--- src/rtl/channel_sampler_gen.sv ---
`default_nettype none
// ============================================================================
// channel_sampler_gen : per-channel synchroniser, DEPTH-tap history, packed
//                       sample words on a valid/ready handshake (pack/stream).
// Revision 1.0
// ============================================================================
module channel_sampler_gen #(
  parameter int NUM_CH      = 2,
  parameter int DEPTH       = 4,
  parameter int SYNC_STAGES = 2
) (
  input  logic                     clk,
  input  logic                     rst,
  input  logic [NUM_CH-1:0]        ch_in,
  input  logic                     smpl_en,
  input  logic                     pack_mode,
  input  logic                     smpl_rdy,
  input  logic                     ovr_clr,
  output logic [NUM_CH*DEPTH-1:0]  smpl,
  output logic                     smpl_vld,
  output logic [NUM_CH-1:0]        ch_last,
  output logic                     chg,
  output logic                     ovr
);

  localparam int C_FILL_W = $clog2(DEPTH + 1);
  localparam int C_GRP_W  = $clog2(DEPTH);
  localparam int C_WORD_W = NUM_CH * DEPTH;

  localparam logic [C_FILL_W-1:0] C_FILL_MAX = C_FILL_W'(DEPTH);
  localparam logic [C_FILL_W-1:0] C_FILL_CAP = C_FILL_W'(DEPTH - 1);
  localparam logic [C_FILL_W-1:0] C_FILL_ONE = C_FILL_W'(1);
  localparam logic [C_GRP_W-1:0]  C_GRP_LAST = C_GRP_W'(DEPTH - 1);
  localparam logic [C_GRP_W-1:0]  C_GRP_ONE  = C_GRP_W'(1);

  logic [SYNC_STAGES-1:0][NUM_CH-1:0] sync_q, sync_d;
  logic [DEPTH-1:0][NUM_CH-1:0]       tap_q, tap_d;
  logic [C_FILL_W-1:0]                fill_q, fill_d;
  logic [C_GRP_W-1:0]                 grp_q, grp_d;
  logic                               mode_q, mode_d;
  logic [C_WORD_W-1:0]                smpl_q, smpl_d;
  logic                               vld_q, vld_d;
  logic                               chg_q, chg_d;
  logic                               ovr_q, ovr_d;

  logic [NUM_CH-1:0]   w_sync_out;
  logic [C_WORD_W-1:0] w_word;
  logic                w_mode_chg;
  logic [C_GRP_W-1:0]  w_grp_eff;
  logic                w_cap;
  logic                w_load;
  logic                w_drop;

  assign w_sync_out = sync_q[SYNC_STAGES-1];

  // Newest tap lands in the MSBs of the word, built from next-state taps.
  for (genvar k = 0; k < DEPTH; k++) begin : g_pack
    assign w_word[NUM_CH*(DEPTH-1-k) +: NUM_CH] = tap_d[k];
  end

  always_comb begin
    sync_d = {sync_q[SYNC_STAGES-2:0], ch_in};
    tap_d  = tap_q;
    if (smpl_en) begin
      tap_d = {tap_q[DEPTH-2:0], w_sync_out};
    end
  end

  // A mode change restarts the packing group; the new mode decides the capture.
  always_comb begin
    mode_d     = pack_mode;
    w_mode_chg = pack_mode ^ mode_q;
    w_grp_eff  = w_mode_chg ? '0 : grp_q;
    w_cap      = smpl_en && (fill_q >= C_FILL_CAP) &&
                 (!pack_mode || (w_grp_eff == C_GRP_LAST));

    fill_d = fill_q;
    if (smpl_en && (fill_q != C_FILL_MAX)) begin
      fill_d = fill_q + C_FILL_ONE;
    end

    grp_d = grp_q;
    if (w_mode_chg) begin
      grp_d = '0;
    end else if (smpl_en) begin
      grp_d = (grp_q == C_GRP_LAST) ? '0 : grp_q + C_GRP_ONE;
    end
  end

  always_comb begin
    w_load = w_cap && (!vld_q || smpl_rdy);
    w_drop = w_cap && vld_q && !smpl_rdy;

    smpl_d = smpl_q;
    vld_d  = vld_q;
    if (w_load) begin
      smpl_d = w_word;
      vld_d  = 1'b1;
    end else if (vld_q && smpl_rdy) begin
      vld_d = 1'b0;
    end

    ovr_d = w_drop || (ovr_q && !ovr_clr);
    chg_d = smpl_en && (w_sync_out != tap_q[0]);
  end

  always_ff @(posedge clk or posedge rst) begin
    if (rst) begin
      sync_q <= '0;
      tap_q  <= '0;
      fill_q <= '0;
      grp_q  <= '0;
      mode_q <= 1'b0;
      smpl_q <= '0;
      vld_q  <= 1'b0;
      chg_q  <= 1'b0;
      ovr_q  <= 1'b0;
    end else begin
      sync_q <= sync_d;
      tap_q  <= tap_d;
      fill_q <= fill_d;
      grp_q  <= grp_d;
      mode_q <= mode_d;
      smpl_q <= smpl_d;
      vld_q  <= vld_d;
      chg_q  <= chg_d;
      ovr_q  <= ovr_d;
    end
  end

  assign smpl     = smpl_q;
  assign smpl_vld = vld_q;
  assign ch_last  = tap_q[DEPTH-1];
  assign chg      = chg_q;
  assign ovr      = ovr_q;

endmodule
`default_nettype wire

--- config.mk ---
export PLATFORM = sky130hd
export DESIGN_NAME = channel_sampler_gen
export DESIGN_NICKNAME = d
export VERILOG_FILES = /design/src/rtl/channel_sampler_gen.sv
export SDC_FILE = /design/constraint.sdc
export NUM_CORES = 1
export LEC_CHECK = 0
export CORE_MARGIN = 8
export CORE_UTILIZATION = 45
export CTS_CLUSTER_DIAMETER = 150
export CTS_CLUSTER_SIZE = 20
export DETAILED_ROUTE_END_ITERATION = 8
export HOLD_SLACK_MARGIN = 0.12
export PLACE_DENSITY = 0.73
export SLEW_MARGIN = 20
export SYNTH_ARGS = -nofsm -noshare
export SYNTH_HDL_FRONTEND = slang
export SYNTH_SLANG_ARGS = --single-unit
--- constraint.sdc ---
create_clock -name clk -period 1.8 [get_ports clk]
set_input_delay 0.27 -clock clk [delete_from_list [all_inputs] [get_ports clk]]
set_output_delay 0.27 -clock clk [all_outputs]
set_load 0.01 [all_outputs]
==> results of run 1 <==
==> repair_timing <==
item                                   4_1_cts  5_1_grt
setup buffers                                0        3
endpoints found under the hold margin        0        0
pin swaps                                    0        1
resized for setup                            2        0
setup endpoints to repair                    8        8
==> flip-flops by register name, indices dropped and copies added (netlist names) <==
signal and count:
grp_q 2, smpl_vld 1, tap_q 6, sync_d 2, mode_q 1, chg 1, w_sync_out 2, fill_q 3
ovr 1, ch_last 2, smpl 8
==> worst paths after layout <==
path | startpoint | end | depth (start not counted)
worst max-delay path | fill_q[0]$_DFFE_PP0P_ | smpl[4]$_DFFE_PP0P_ | 6
worst min-delay path | rst | grp_q[0]$_DFFE_PP0P_ | 3
worst max register to register | fill_q[0]$_DFFE_PP0P_ | smpl[4]$_DFFE_PP0P_ | 6
worst min register to register | sync_d[2]$_DFF_PP0_ | w_sync_out[0]$_DFF_PP0_ | 0
max in group asynchronous | rst | smpl[4]$_DFFE_PP0P_ | 3
min in group clk | sync_d[2]$_DFF_PP0_ | w_sync_out[0]$_DFF_PP0_ | 0
==> power by group through the flow <==
stage               Combinational (W)  Clock (W)  Sequential [W]
floorplan                    0.000339          0        0.000986
global placement             0.000707          0        0.000944
detailed placement           0.000731          0        0.000953
CTS                          0.000748   0.000370        0.000949
global route                 0.000855   0.000400        0.000966
finish                       0.000774   0.000352        0.000940
==> worst register-to-register path: stages (launching register included) <==
cell and delay [ps]:
dfrtp_1 410, ha_1 220, ha_1 190, a211oi_2 260
a2111oi_4 60, buf_6 150, mux2_2 270
==> layout by cell type, fill, tap and decap left out, types with 2 or more instances in the layout <==
master           Yosys  layout
o21ai_0              3       3
nor2_1               2       2
dfrtp_1             29      29
a21oi_1              2       2
clkdlybuf4s50_1      0      20
mux2_2              16      16
nand2_1              2       2
clkinv_2             0       2
buf_4                2       8
inv_1                6       6
xnor2_1              3       3
clkbuf_4             0       5
ha_1                 4       4
==> metrics by stage <==
| stage | cell area [sq um] | instances | setup WS, ps | util (%) | hold WS (ps) |
|---|---|---|---|---|---|
| finish | 1518 | 145 | 121.6 | 61.26 | 316.6 |
| detailed placement | 1435 | 134 | -85.25 | 57.93 | 337.9 |
| floorplan | 1172 | 81 | 76.50 | - | 301.4 |
| global route | 1518 | 145 | 81.08 | 61.26 | 361.8 |
| CTS | 1495 | 142 | 6.970 | 60.35 | 325.0 |
| global placement | 1435 | 134 | 7.002 | 57.93 | 332.8 |
==> kinds of logic (layout without fill, tap and decap cells) <==
| kind of cell | after synthesis | after routing | synth area share (%) |
|---|---|---|---|
| fa+ha+maj | 4 | 4 | 4.269 |
| xor+xnor | 4 | 4 | 2.989 |
| mux | 17 | 17 | 16.22 |
| buf+inv | 9 | 43 | 3.628 |
| compound gates | 10 | 10 | 7.151 |
| flops | 29 | 29 | 61.90 |
| simple gates | 8 | 8 | 3.843 |
==> final cells by class <==
class / count / area [sq um]
clock buffers: 6 / 41.29
clock inverters: 2 / 10.01
fillers: 210 / 959.7
inverters: 6 / 22.52
multi-input cells: 43 / 409.1
flip-flops and latches: 29 / 725.7
well taps: 30 / 37.54
repair buffers: 29 / 271.5
==> per-layer routing <==
layer  share of wire [%]  up-vias
met4                 2.5        0
met3                  10        8
met1                  40      350
li1                    -      341
met2                  47       23
met5                   0        -
==> results.toml, run 1 <==
[final_layout]
synthToLayoutAreaGrowth_pct = 29.46
drive_gt1_share_pct = 31.30
antenna_cells = 0
final_net_count = 126

[setup_path]
critPathRequiredTime_ps = 2000
endpoint_kind = "flop"
cp_max_fo = 8
r2r_slack_ps = 120
crit_family = "adder cells"
startpoint_type = "flop"
worst-path-buf-inv = 1
cpMostUsedCell = "ha_1"
worst-setup-path-type = "reg2reg"
crit_slowest_cell = "dfrtp_1"
crit_chain = "ha_1, ha_1, a211oi_2, a2111oi_4, buf_6, mux2_2"
cp.arrival_ps = 1880
crit_path_max_incr_delay_ps = 410

[clock_tree]
path_clk_slew_ps = 80
numCtsBuffers = 5
htreeDepth = 2
cts_hold_buf = 0
clock_latency_ps = 310
cts_max_path_buffers = 2
cts_tree = "yes"
clockRootBuffer = "clkbuf_4"
clkSinkCount = 29

[yosys]
syn_inst = 81
yosysWarnings = 0
syn-num-nets = 93
yosysTopAreaCell = "dfrtp_1"
syn_area_sq_um = 1172
ys_types = 22
synth_common_cells = "dfrtp_1 (29), mux2_2 (16), inv_1 (6)"
synth_top_area_share_pct = 61.90
synth.most_common_cell = "dfrtp_1"
synth-seq-cells = 29
synth_edf_count = 0
avgSynthCellArea_sq_um = 14.47
yosysSeqAreaShare_pct = 61.90
synth-main-ff-cell = "dfrtp_1"
async_flop_share_pct = 100.0
netlist_top_cells_area = "dfrtp_1 (62%), mux2_2 (15%), ha_1 (4.3%)"

[sta]
fin_skew_ps = 7.029
grt_setup_unrepaired = "false"
fin_crit_sh_pct = 93.25
fin_setup_tns_ps = 0
setup_viol = 0
final.min_clock_period_ps = 1678
worst_slew_pin_slew_ps = 355.7
relSlewSlack_pct = 76.07
max_clock_freq_mhz = 595.8
maxSlewViolCount = 0
hold_viol_final = 0

[detailed_routing]
num_vias = 722
drtIter0Drc = 15
drc_errors = 0
wirelength_mm = 1.964
avgRoutedWirePerCell_um = 13.54
viasPerCell = 4.979
antenna_left = 0
drt-pass1-iter-count = 2

[global_routing]
grt_use_total_pct = 10.15
met1_usage_pct = 9.778
grtUsageMet3_pct = 5.705
grt_max_degree = 30
busiest_layer = "met2"
antenna_found_initial = 0
grt_use_met2_pct = 16.13
overflow = 0
grt_pass1_wl_mm = 3.332
grt_pass1_vias = 771

[power_and_ir_drop]
p_seq_share_pct = 45.5
p_int_w = 0.001458
switching_share_pct = 29.48
pwr-share-comb_pct = 37.5
pwr_density_cell_nw_per_um2 = 1362
clkPwrFrac_pct = 17.0
p_leak_nw = 0.6768
ir_drop_mv = 0.9322
p_sw_w = 0.0006093
power_w = 0.002067

[min_path]
hp-class = "in2async"

[floorplanning]
initial_core_util_pct = 47.32
io-pin-count = 21
die_h_um = 67.04
coreArea_sq_um = 2477
die_x_um = 67.04
die_area_sq_um = 4494
std_cell_rows = 18

[placed_design]
place_congestion = 0.7329
dp_hpwl_mm = 1.446
numPortBuffers = 20

[run]
cap_violations = 0

[outcome]
status = "complete, no violations"
No activity file was read; power rests on OpenSTA's default activity.
==> run 2: changes to the inputs <==
--- a/config.mk
+++ b/config.mk
@@ -7,7 +7,7 @@
 export LEC_CHECK = 0
 export CORE_MARGIN = 8
 export CORE_UTILIZATION = 45
-export CTS_CLUSTER_DIAMETER = 150
+export CTS_CLUSTER_DIAMETER = 120
 export CTS_CLUSTER_SIZE = 20
 export DETAILED_ROUTE_END_ITERATION = 8
 export HOLD_SLACK_MARGIN = 0.12
==> results of run 2 <==
Final layout, timing and power as in run 1 (identical DEF).
